### src/rtl/mole_scheduler.sv
// mole_scheduler
//   Per-round controller for a multi-hole whack-a-mole game. While the game
//   is running it picks a pseudo-random hole, lights that mole for an
//   up-window and then darkens the field for a down-window. Button rises on
//   the lit hole count as hits. Hits raise the score and shorten the next
//   up-window. A window that expires without a hit counts as a miss.
//
// Ports
//   clk                   system clock
//   reset_button_pressed  synchronous active-high reset
//   game_in_progress      level from the game FSM, 1 = playing
//   ms_tick               one-cycle strobe every millisecond
//   hit_buttons           synchronised and debounced button levels, one per hole
//   mole_leds             one-hot raised mole, or 0 when no mole is up
//   mole_idx              index of the current (or last) mole
//   score                 hits in this game, saturating at all-ones
//   hit_pulse             one-cycle strobe when a hit is registered
//   miss_pulse            one-cycle strobe when an up-window expires unhit
module mole_scheduler #(
  parameter int          N_HOLES      = 8,
  parameter int          MOLE_UP_MS   = 1000,
  parameter int          MOLE_DOWN_MS = 1000,
  parameter int          MIN_UP_MS    = 300,
  parameter int          SPEEDUP_MS   = 50,
  parameter int          SCORE_W      = 8,
  parameter logic [15:0] LFSR_SEED    = 16'hACE1
) (
  input  logic                       clk,
  input  logic                       reset_button_pressed,
  input  logic                       game_in_progress,
  input  logic                       ms_tick,
  input  logic [N_HOLES-1:0]         hit_buttons,
  output logic [N_HOLES-1:0]         mole_leds,
  output logic [$clog2(N_HOLES)-1:0] mole_idx,
  output logic [SCORE_W-1:0]         score,
  output logic                       hit_pulse,
  output logic                       miss_pulse
);

  localparam int IW    = $clog2(N_HOLES);
  localparam int MAX_L = (MOLE_UP_MS > MOLE_DOWN_MS) ? MOLE_UP_MS : MOLE_DOWN_MS;
  localparam int TW    = $clog2(MAX_L + 1);

  // An all-zero seed would lock the LFSR, so it is replaced by 1.
  localparam logic [15:0] SEED_EFF = (LFSR_SEED == 16'h0000) ? 16'h0001 : LFSR_SEED;

  typedef enum logic [1:0] {IDLE, PICK, UP, DOWN} state_t;

  state_t            state, state_nxt;
  logic [TW-1:0]     timer, timer_nxt;
  logic [TW-1:0]     up_len, up_len_nxt;
  logic [SCORE_W-1:0] score_nxt;
  logic [IW-1:0]     idx_nxt;
  logic [IW-1:0]     last_idx, last_nxt;
  logic [N_HOLES-1:0] leds_nxt;
  logic              hit_nxt, miss_nxt;
  logic [15:0]       lfsr;
  logic [N_HOLES-1:0] btn_q;
  logic [N_HOLES-1:0] rise;
  logic [IW-1:0]     cand;
  logic              expire;

  // Score increment that holds at all-ones instead of wrapping.
  function automatic logic [SCORE_W-1:0] sat_inc(input logic [SCORE_W-1:0] v);
    return (&v) ? v : v + 1'b1;
  endfunction

  // Shorten the up-window by one speed-up step, clamped at the floor.
  function automatic logic [TW-1:0] shrink_up(input logic [TW-1:0] v);
    int vi;
    vi = int'(v);
    if (vi - SPEEDUP_MS > MIN_UP_MS)
      return TW'(vi - SPEEDUP_MS);
    else
      return TW'(MIN_UP_MS);
  endfunction

  // Galois LFSR, shift right, taps 16'hB400. A non-zero state never
  // steps to zero.
  function automatic logic [15:0] lfsr_step(input logic [15:0] v);
    return v[0] ? ((v >> 1) ^ 16'hB400) : (v >> 1);
  endfunction

  assign rise   = hit_buttons & ~btn_q;
  assign expire = ms_tick && (timer == TW'(1));

  always_comb begin
    state_nxt  = state;
    timer_nxt  = timer;
    up_len_nxt = up_len;
    score_nxt  = score;
    idx_nxt    = mole_idx;
    last_nxt   = last_idx;
    leds_nxt   = mole_leds;
    hit_nxt    = 1'b0;
    miss_nxt   = 1'b0;

    // Skip the previous hole so the same mole never appears twice in a row.
    cand = lfsr[IW-1:0];
    if (cand == last_idx)
      cand = cand + 1'b1;

    if (ms_tick && (timer != '0))
      timer_nxt = timer - 1'b1;

    case (state)
      IDLE: begin
        leds_nxt  = '0;
        timer_nxt = '0;
        if (game_in_progress) begin
          state_nxt  = PICK;
          score_nxt  = '0;
          up_len_nxt = TW'(MOLE_UP_MS);
        end
      end
      PICK: begin
        if (!game_in_progress) begin
          state_nxt = IDLE;
          leds_nxt  = '0;
        end else begin
          idx_nxt        = cand;
          last_nxt       = cand;
          timer_nxt      = up_len;
          leds_nxt       = '0;
          leds_nxt[cand] = 1'b1;
          state_nxt      = UP;
        end
      end
      UP: begin
        // Abort outranks a hit, and a hit outranks expiry.
        if (!game_in_progress) begin
          state_nxt = IDLE;
          leds_nxt  = '0;
        end else if (rise[mole_idx]) begin
          hit_nxt    = 1'b1;
          score_nxt  = sat_inc(score);
          up_len_nxt = shrink_up(up_len);
          timer_nxt  = TW'(MOLE_DOWN_MS);
          leds_nxt   = '0;
          state_nxt  = DOWN;
        end else if (expire) begin
          miss_nxt  = 1'b1;
          timer_nxt = TW'(MOLE_DOWN_MS);
          leds_nxt  = '0;
          state_nxt = DOWN;
        end
      end
      DOWN: begin
        leds_nxt = '0;
        if (!game_in_progress)
          state_nxt = IDLE;
        else if (expire)
          state_nxt = PICK;
      end
      default: begin
        state_nxt = IDLE;
        leds_nxt  = '0;
      end
    endcase
  end

  always_ff @(posedge clk) begin
    if (reset_button_pressed) begin
      state      <= IDLE;
      timer      <= '0;
      up_len     <= TW'(MOLE_UP_MS);
      score      <= '0;
      mole_idx   <= '0;
      last_idx   <= '0;
      mole_leds  <= '0;
      hit_pulse  <= 1'b0;
      miss_pulse <= 1'b0;
      lfsr       <= SEED_EFF;
      btn_q      <= '0;
    end else begin
      state      <= state_nxt;
      timer      <= timer_nxt;
      up_len     <= up_len_nxt;
      score      <= score_nxt;
      mole_idx   <= idx_nxt;
      last_idx   <= last_nxt;
      mole_leds  <= leds_nxt;
      hit_pulse  <= hit_nxt;
      miss_pulse <= miss_nxt;
      lfsr       <= lfsr_step(lfsr);
      btn_q      <= hit_buttons;
    end
  end

endmodule

### config.mk
export PLATFORM = sky130hd
export DESIGN_NAME = mole_scheduler
export DESIGN_NICKNAME = d
export VERILOG_FILES = /design/src/rtl/mole_scheduler.sv
export SDC_FILE = /design/constraint.sdc
export NUM_CORES = 1
export LEC_CHECK = 0
export BUFFER_PORTS_ARGS = -buffer_cell sky130_fd_sc_hd__buf_2
export CORE_AREA = 2 2 80 82
export CTS_CLUSTER_SIZE = 10
export DETAILED_ROUTE_END_ITERATION = 12
export DIE_AREA = 0 0 82 84
export GPL_TIMING_DRIVEN = 0
export PLACE_DENSITY_LB_ADDON = 0.12
export SYNTH_ARGS = -nofsm -noshare
export SYNTH_HDL_FRONTEND = slang
export SYNTH_SLANG_ARGS = --single-unit
### constraint.sdc
create_clock -name clk -period 5.4 [get_ports clk]
set_clock_uncertainty 0.1 [all_clocks]
set_input_delay 1.08 -clock clk [delete_from_list [all_inputs] [get_ports clk]]
set_output_delay 1.08 -clock clk [all_outputs]
set_load 0.02 [all_outputs]
# Word-level counts from Yosys, hierarchy flattened
# Cells that the tools add are included.
# word_totals
reg_bits	67
word_cells	85
in_bits	12
# classes
magnitude_cmp	4
n_reduce_logical	14
n_addsub	4
muxes	37
bitwise	5
eq_ne	11
# op_table
operator	count
two-way mux 10 bit	9
two-way mux 8 bit	8
> comparator 32 x 10 -> 1 bit, second input constant	1
one-hot mux 10 bit (3 select lines)	1
one-hot mux 8 bit (3 select lines)	1
one-hot mux 10 bit (2 select lines)	1
two-way mux 16 bit	1
one-hot mux 8 bit (2 select lines)	1
two-way mux 2 bit	7
subtractor 10 x 6 -> 11 bit, second input constant	1
equality test 10 x 1 -> 1 bit, second input constant	1
nonzero test 10 bit	1
subtractor 10 x 1 -> 10 bit, second input constant	1
adder 8 x 1 -> 8 bit, second input constant	1
AND 8 bit	1
< comparator 3 x 4 -> 1 bit, second input constant	2
inequality test 2 bit, second input constant	4
NOT 8 bit	1
one-hot mux 2 bit (4 select lines)	1
AND reduction 8 bit	1
AND reduction 5 bit	1
equality test 2 bit, second input constant	2
two-way mux 1 bit	4
inequality test 4 bit, second input constant	1
other kinds (19)	22

# Logic depth before layout (Yosys ltp)
# Gate-level depths: netlist (run 1).
# depth
ltp_word	8
ltp_mapped	9

# Least setup slack after synthesis (run 1)
# No wires, ideal clock.
# synth_path
path_type	input -> register
start	input port hit_buttons[7]
end	register mole_leds[0]
slack_ns	2.619
cell_stages	6
required_ns	5.242
t_arrival_ns	2.624
n_path_buf	0
cell_sequence	nor2b_1 > mux4_2 > mux2i_1 > nand2_1 > nor3_2 > a21o_1
# synth_between
elab_chain_cells	6
# synth_rtl
item	line_no	source
from (decl)	32	input logic [N_HOLES-1:0] hit_buttons,
AND 8 bit (*)	84	assign rise = hit_buttons & ~btn_q;
binary-select mux 1 bit (select 3 bit) (*)	134	end else if (rise[mole_idx]) begin
two-way mux 1 bit (implied by the code) (*)	134	
two-way mux 8 bit	134	
two-way mux 8 bit	131	if (!game_in_progress) begin
one-hot mux 8 bit (3 select lines)	106	case (state)
to (signal assigned)	182	mole_leds <= leds_nxt;
to (decl)	33	output logic [N_HOLES-1:0] mole_leds,
# Every way passes the cells marked *; elsewhere a longest branch is shown, timed or not. The select of a mux whose other input is x is not followed.
# A chain may end at the register's enable or synchronous reset.

# Worst setup path after layout (run 1)
# layout_path
start	input port hit_buttons[7]
end	register mole_leds[1]
# The elaborated chain is that of the path after synthesis.

==> key figures, run 1 <==
Run status
  • Status: complete, no violations

Timing
  • Post-route minimum period: 2.88 ns
  • Slew @ Worst Pin: 0.781 ns
  • Final worst-path setup slack: 2.52 ns
  • RSZ-0062 raised after global routing: no
  • Max-slew headroom: 47.5%
  • Max Freq: 347 MHz
  • Max Slew Vio Count: 0
  • Tcrit/Tclk final: 53.4%
  • Final Hold Vio Count: 0
  • Hold_ws: 0.314 ns
  • Setup-failing EPs final: 0
  • Fin Setup TNS: 0 ns

Setup path
  • Stages on worst setup path: 7
  • WP buf/inv: 1
  • Crit path launch: hit_buttons[7]
  • Kind of cell adding the most delay to the critical path: multiplexers
  • Crit path cell chain: buf_2, nor2b_1, mux4_2, mux2i_1, nand2_1, nor3_2, a21o_1
  • Startpoint Class: input port
  • Reg2reg end: up_len[6]$_SDFFE_PP1P_
  • Critical Path RT: 5.60 ns
  • Crit end category: flop
  • Reg2reg path depth: 8
  • Maximum fanout along the worst path: 8
  • Worst R2R Setup Slack: 2.86 ns
  • R2r startpoint: up_len[2]$_SDFFE_PP0P_
  • CP max stage delay: 0.48 ns
  • Crit path DAT: 3.08 ns
  • Setup CP Type: input port to flop
  • Worst Setup EP: mole_leds[1]$_SDFFE_PP0P_
  • Slowest CP cell: mux4_2

Final layout
  • Fin nets: 416
  • Final Non-Filler Cells: 480
  • N_diodes: 0
  • Area delta synth->final: 14.6%
  • Layout cells sized above 1: 17.4%

Die
  • Row count: 29
  • Die H: 84 um
  • Die area: 6890 um^2
  • Num ports: 33
  • Starting density of the core: 51.5%
  • Die width: 82 um
  • Core Region: 6100 um^2

Global route
  • Grt ovf: 0
  • Tot GR Track Use: 21.2%
  • Initial antenna violation count: 0
  • First-pass GRT wire length: 11.2 mm
  • Via count of the first global-routing pass: 2437
  • Largest net degree at the start of global routing: 14

Synthesis
  • Yosys top cell by area: dfxtp_1
  • Cells after Synth: 355
  • Distinct cell type count after synthesis: 53
  • Flops & latches, synth: 66
  • Top_reg_cell synth: dfxtp_1
  • Synth Area per Inst: 8.85 um^2
  • Syn. warnings: 0
  • EDFF count, synth: 0
  • Sequential area share after synthesis: 42.1%
  • Syn_nets: 373
  • Mapped cell area: 3140 um^2
  • Yosys top cell area share: 42.1%
  • FFs w/ async S/R, synth: 0%
  • Synth area leaders: dfxtp_1, nor2b_1, xnor2_1

Routing
  • Vias/cell: 5.36
  • DRC viols: 0
  • DR iter-0 viols: 200
  • Drt wl/cell: 13.6 um
  • Post-route ant nets: 0
  • DR pass1 iterations: 4
  • Via count: 2574
  • Detailed Route WL: 6.51 mm

Clocking
  • Clock root cell: clkbuf_8
  • Cts repair resizes: 0
  • Clock transition at path regs: 0.08 ns
  • H-Tree Depth: 3
  • CTS sink cnt: 66
  • Clock Path Buffers: 2
  • Num CTS Buffers: 9
  • Clk_lat worst skew: 0.35 ns
  • # hold bufs at CTS: 0
  • CTS tree: yes
  • Post-CTS setup buffer count: 0

Power and ir drop
  • Maximum vdd drop: 0.000207 V
  • Leak pwr: 1.41 nW
  • Power Density: 291 nW/um^2

Run
  • Max_cap viols: 0

Min path
  • Hold crit path type: flop to flop
  • Worst hold start: lfsr[7]$_SDFF_PP1_

Place
  • Placement Setup Slack: 2.14 ns
  • I/O Buffers: 32
  • DP Wirelength: 4.78 mm
  • Number of placed cells counting well taps: 464
  • Routability cong.: 0.841
[synthesized netlist by cell type, types with 3 or more instances]
library cell,count
ha_1,6
inv_1,14
nand3_1,10
or2_2,7
o31ai_1,3
buf_2,3
nand2_1,28
o2bb2ai_1,6
a21oi_1,9
a21o_1,3
o21ai_0,15
clkbuf_1,10
nor4_1,6
nor2b_1,30
dfxtp_1,66
a22oi_1,4
or4_1,4
a211o_1,3
nor3_1,17
mux2i_1,8
nor2_1,31
xnor2_1,17
a31oi_1,5
o22ai_1,3
nand2b_1,11
[sequential cells by signal, summed over array words and instances, names as in the netlist]
name        flops
btn_q           8
score           8
mole_leds       8
state           2
timer          10
miss_pulse      1
lfsr           16
up_len          9
hit_pulse       1
last_idx        3
[routing by layer]
metal  GRT usage [%]  vias up  share of wire (%)
met1            29.0     1172                 48
met4            10.0        0                1.4
met2            31.6       68                 45
met5               0        -                  0
li1                -     1326                  -
met3            4.44        8                6.3
[layout make-up]
class                           instances  area (um^2)
Clock inverter                          7         77.6
Fill cell                             574         2500
Multi-Input combinational cell        259         1690
Buffer                                 16         78.8
Inverter                               14         52.6
Clock buffer                            9          124
Sequential cell                        66         1320
Tap cell                               77         96.3
Timing Repair Buffer                   32          160
[through the flow]
| stage | power [mW] | cell area [um^2] | util (%) |
|---|---|---|---|
| after global placement | 0.637 | 3400 | 55.7 |
| after detailed placement | 0.638 | 3400 | 55.7 |
| after global routing | 1.09 | 3600 | 59.0 |
| after CTS | 1.06 | 3600 | 59.0 |
| final | 1.05 | 3600 | 59.0 |
| after floorplan | 0.611 | 3140 | - |
[worst min-delay path by stage]
stage | endpoint | depth (start not counted)
after global placement | lfsr[5]$_SDFF_PP1_ | 1
after global routing | lfsr[6]$_SDFF_PP1_ | 1
after detailed placement | lfsr[11]$_SDFF_PP1_ | 1
after CTS | lfsr[6]$_SDFF_PP1_ | 1
after floorplan | lfsr[11]$_SDFF_PP1_ | 1
final | lfsr[6]$_SDFF_PP1_ | 1
[cell families (layout without fill, tap and decap cells)]
logic type	after synthesis	in the layout	share of synthesized area [%]
XOR/XNOR	19	19	5.30
buffers and inverters	30	78	4.18
flip-flops	66	66	42.1
multiplexers	11	11	4.34
adder cells (fa/ha/maj)	6	6	2.39
AO/OA/AOI/OAI	66	66	15.3
AND/OR/NAND/NOR	157	157	26.4
[placed cells by master (no fill, tap or decap), types with 2 or more instances in the layout]
cell type / count
buf_4: 2
nor3b_1: 2
ha_1: 6
and2_1: 2
nand2b_1: 11
xnor2_1: 17
a211oi_1: 2
o21ai_0: 15
a31oi_1: 5
clkbuf_8: 9
or2_2: 7
clkbuf_1: 10
o22ai_1: 3
a21oi_1: 9
o2111ai_1: 2
nor4_1: 6
nand2_1: 28
a211o_1: 3
nor3_1: 17
nor4b_1: 2
or4_1: 4
mux2i_1: 8
buf_2: 35
mux4_2: 2
nor2_1: 31
o2bb2ai_1: 6
o31ai_1: 3
clkinv_4: 2
a22oi_1: 4
nor2b_1: 30
nand3_1: 10
inv_6: 2
inv_1: 14
a21o_1: 3
xor2_1: 2
dfxtp_1: 66
[where the power goes]
| group | internal (mW) | switching, mW | total (mW) |
|---|---|---|---|
| combinational | 0.0494 | 0.0647 | 0.114 |
| clock | 0.217 | 0.204 | 0.421 |
| sequential | 0.504 | 0.00961 | 0.513 |
| total | 0.770 | 0.279 | 1.05 |
Power figures use the tool's default switching activity.
==> inputs of run 2 (changes only) <==
ABC_AREA = 1   (was default)
CORE_AREA = 2 2 84 86   (was 2 2 80 82)
DIE_AREA = 0 0 86 88   (was 0 0 82 84)
clock period = 2.95 ns   (was 5.4 ns; I/O delays follow)
==> run 2 against run 1 <==
Setup slack lost 1.6 ns. Highest routed layer unchanged. Design area is 8.9% higher. Largest cell class unchanged. Register-to-register slack lost 2.0 ns. Sequential power grew 110%.
==> key figures, run 2 <==
Timing
  • Fin Setup TNS: 0 ns
  • Max Slew Vio Count: 0
  • Setup-failing EPs final: 0
  • Final Hold Vio Count: 0
  • RSZ-0062 raised after global routing: no
  • Post-route minimum period: 2.07 ns
  • Max Freq: 482 MHz
  • Slew @ Worst Pin: 0.651 ns
  • Tcrit/Tclk final: 70.3%
  • Max-slew headroom: 56.6%

Place
  • DP Wirelength: 5.62 mm
  • Number of placed cells counting well taps: 591
  • I/O Buffers: 32
  • Routability cong.: 0.881

Die
  • Core Region: 6640 um^2
  • Row count: 30
  • Num ports: 33
  • Starting density of the core: 51.9%
  • Die area: 7570 um^2
  • Die H: 88 um
  • Die width: 86 um

Power and ir drop
  • Combinational Power Share: 39.5%
  • Power Density: 808 nW/um^2
  • Clock power frac: 26.0%
  • Pint: 1.91 mW
  • Sequential Power Share: 34.5%
  • Net Sw Power: 1.25 mW
  • Switching Share: 39.6%
  • Maximum vdd drop: 0.000352 V
  • Leak pwr: 1.87 nW

Clocking
  • Clock transition at path regs: 0.07 ns
  • H-Tree Depth: 3
  • Clock root cell: clkbuf_8
  • CTS sink cnt: 66
  • Cts repair resizes: 0
  • CTS tree: yes
  • Post-CTS setup buffer count: 0
  • Clk_lat worst skew: 0.34 ns
  • Clock Path Buffers: 2
  • Num CTS Buffers: 9
  • # hold bufs at CTS: 0

Setup path
  • Critical Path RT: 3.05 ns
  • Kind of cell adding the most delay to the critical path: simple AND/OR/NAND/NOR gates
  • Worst R2R Setup Slack: 0.88 ns
  • CP max stage delay: 0.46 ns
  • Crit path DAT: 2.17 ns
  • Most common cell on crit path: nand2_1
  • Startpoint Class: flop
  • Maximum fanout along the worst path: 6
  • Crit end category: flop
  • WP buf/inv: 2
  • Crit path cell chain: inv_2, ha_1, nand2_1, nand3_1, nand2_1, inv_1, nand4_1, nand2_1, nand2_2, nand2_1, o21ai_1, nand3_1
  • Slowest CP cell: dfxtp_1
  • Setup CP Type: flop to flop

Final layout
  • Final Util: 59.0%
  • Commonest non-fill, non-tap cell in the layout: nand2_1
  • N_diodes: 0
  • Most frequent cells in the layout: nand2_1, dfxtp_1, inv_1
  • Most flops, register: lfsr
  • Max reg flops: 16
  • Register area: 1320 um^2
  • Multi-input logic area: 1780 um^2
  • Filler cells: 658
  • Fin nets: 540
  • Layout cells sized above 1: 22.0%
  • Area delta synth->final: 13.6%
  • Final Non-Filler Cells: 607
  • Top flop regs: lfsr (16), timer (10), up_len (9)

Synthesis
  • Top_reg_cell synth: dfxtp_1
  • Mapped cell area: 3450 um^2
  • Sequential area share after synthesis: 38.3%
  • Flops & latches, synth: 66
  • Post-synth top cells: nand2_1, dfxtp_1, inv_1, nor2_1, nand3_1
  • Yosys top cell by area: dfxtp_1
  • Distinct cell type count after synthesis: 47
  • Yosys top cell area share: 38.3%
  • FFs w/ async S/R, synth: 0%
  • Synth Area per Inst: 7.20 um^2
  • EDFF count, synth: 0
  • Top-count cell post-synth: nand2_1
  • Cells after Synth: 479
  • Syn_nets: 497
  • Synth area leaders: dfxtp_1, nand2_1, inv_1
  • Syn. warnings: 0

Routing
  • DR iter-0 viols: 146
  • DR pass1 iterations: 5
  • Detailed Route WL: 7.53 mm
  • Post-route ant nets: 0
  • Via count: 3064
  • DRC viols: 0
  • Vias/cell: 5.05
  • Drt wl/cell: 12.4 um

Min path
  • Hold crit path type: flop to flop

Run
  • Max_cap viols: 0

Run status
  • Status: complete, no violations

Global route
  • Largest net degree at the start of global routing: 12
  • Via count of the first global-routing pass: 2855
  • Tot GR Track Use: 21.8%
  • Initial antenna violation count: 0
  • Grt ovf: 0
  • First-pass GRT wire length: 12.9 mm
## run 2: changes by cell type in the layout (fill, tap and decap cells not counted), sizes merged, moves of 8 or more
cell | previous run | this run
inv | 16 | 74
o21ai | 15 | 23
nor2 | 31 | 60
xnor2 | 17 | 5
a21oi | 9 | 39
nor3 | 18 | 3
nand2b | 11 | 0
nand2 | 28 | 107
mux2i | 8 | 0
nor2b | 30 | 0
nand3 | 10 | 48
## run 2: cell families (layout without fill, tap and decap cells)
kind of cell	count (synthesis)	in the layout	share of synthesized area, %
AOI/OAI and AO/OA	71	71	12.6
DFF	66	66	38.3
and+or+nand+nor	238	238	33.0
buffers and inverters	85	133	10.2
adders and majority gates	6	6	2.18
xor gates and xnor gates	13	13	3.74
## run 2: through the flow
stage / worst slack [ns] / hold WS [ns] / area (um^2) / total power, mW
6_report: 0.876 / 0.303 / 3920 / 3.17
3_3_place_gp: 0.943 / 0.291 / 3710 / 2.33
5_1_grt: 0.634 / 0.325 / 3920 / 3.40
3_5_place_dp: 0.902 / 0.293 / 3710 / 2.35
2_1_floorplan: 1.15 / 0.288 / 3450 / 2.11
4_1_cts: 0.882 / 0.304 / 3920 / 3.18
## run 2: path summary, 6_finish.rpt
path / depth (start not counted) / endpoint / startpoint
max: 12 / up_len[8]$_SDFFE_PP1P_ / up_len[1]$_SDFFE_PP0P_
min: 2 / lfsr[3]$_SDFF_PP0_ / lfsr[4]$_SDFF_PP0_
max reg2reg: 12 / up_len[8]$_SDFFE_PP1P_ / up_len[1]$_SDFFE_PP0P_
min reg2reg: 2 / lfsr[3]$_SDFF_PP0_ / lfsr[4]$_SDFF_PP0_
## run 2: worst register-to-register path: stages, from the launching register on
cell and delay (ns):
dfxtp_1 0.46, inv_2 0.10, ha_1 0.23, nand2_1 0.10, nand3_1 0.14, nand2_1 0.12, inv_1 0.06, nand4_1 0.09
nand2_1 0.08, nand2_2 0.11, nand2_1 0.12, o21ai_1 0.15, nand3_1 0.07
## run 2: power by group through the flow
stage          Sequential [mW]  Combinational, mW  Clock (mW)
2_1_floorplan             1.11               1.00           0
3_3_place_gp              1.11               1.22           0
3_5_place_dp              1.11               1.24           0
4_1_cts                   1.09               1.25       0.835
5_1_grt                   1.11               1.42       0.870
6_report                  1.09               1.25       0.822
## run 2: layer usage
layer / vias up / GRT usage, % / part of all wire [%]
met5: - / 0 / 0
met4: 0 / 6.93 / 1.3
met3: 7 / 4.52 / 4.1
met2: 43 / 35.0 / 46
met1: 1410 / 29.4 / 49
li1: 1604 / - / -
## run 2: cell type report
class,instances,share of cell area (%)
plain buffers,10,1.66
clock buffers,11,3.35
clock inverters,5,2.01
inverters,75,7.31
multi-input cells,328,45.3
flip-flops and latches,66,33.7
well taps,80,2.55
repair buffers,32,4.09
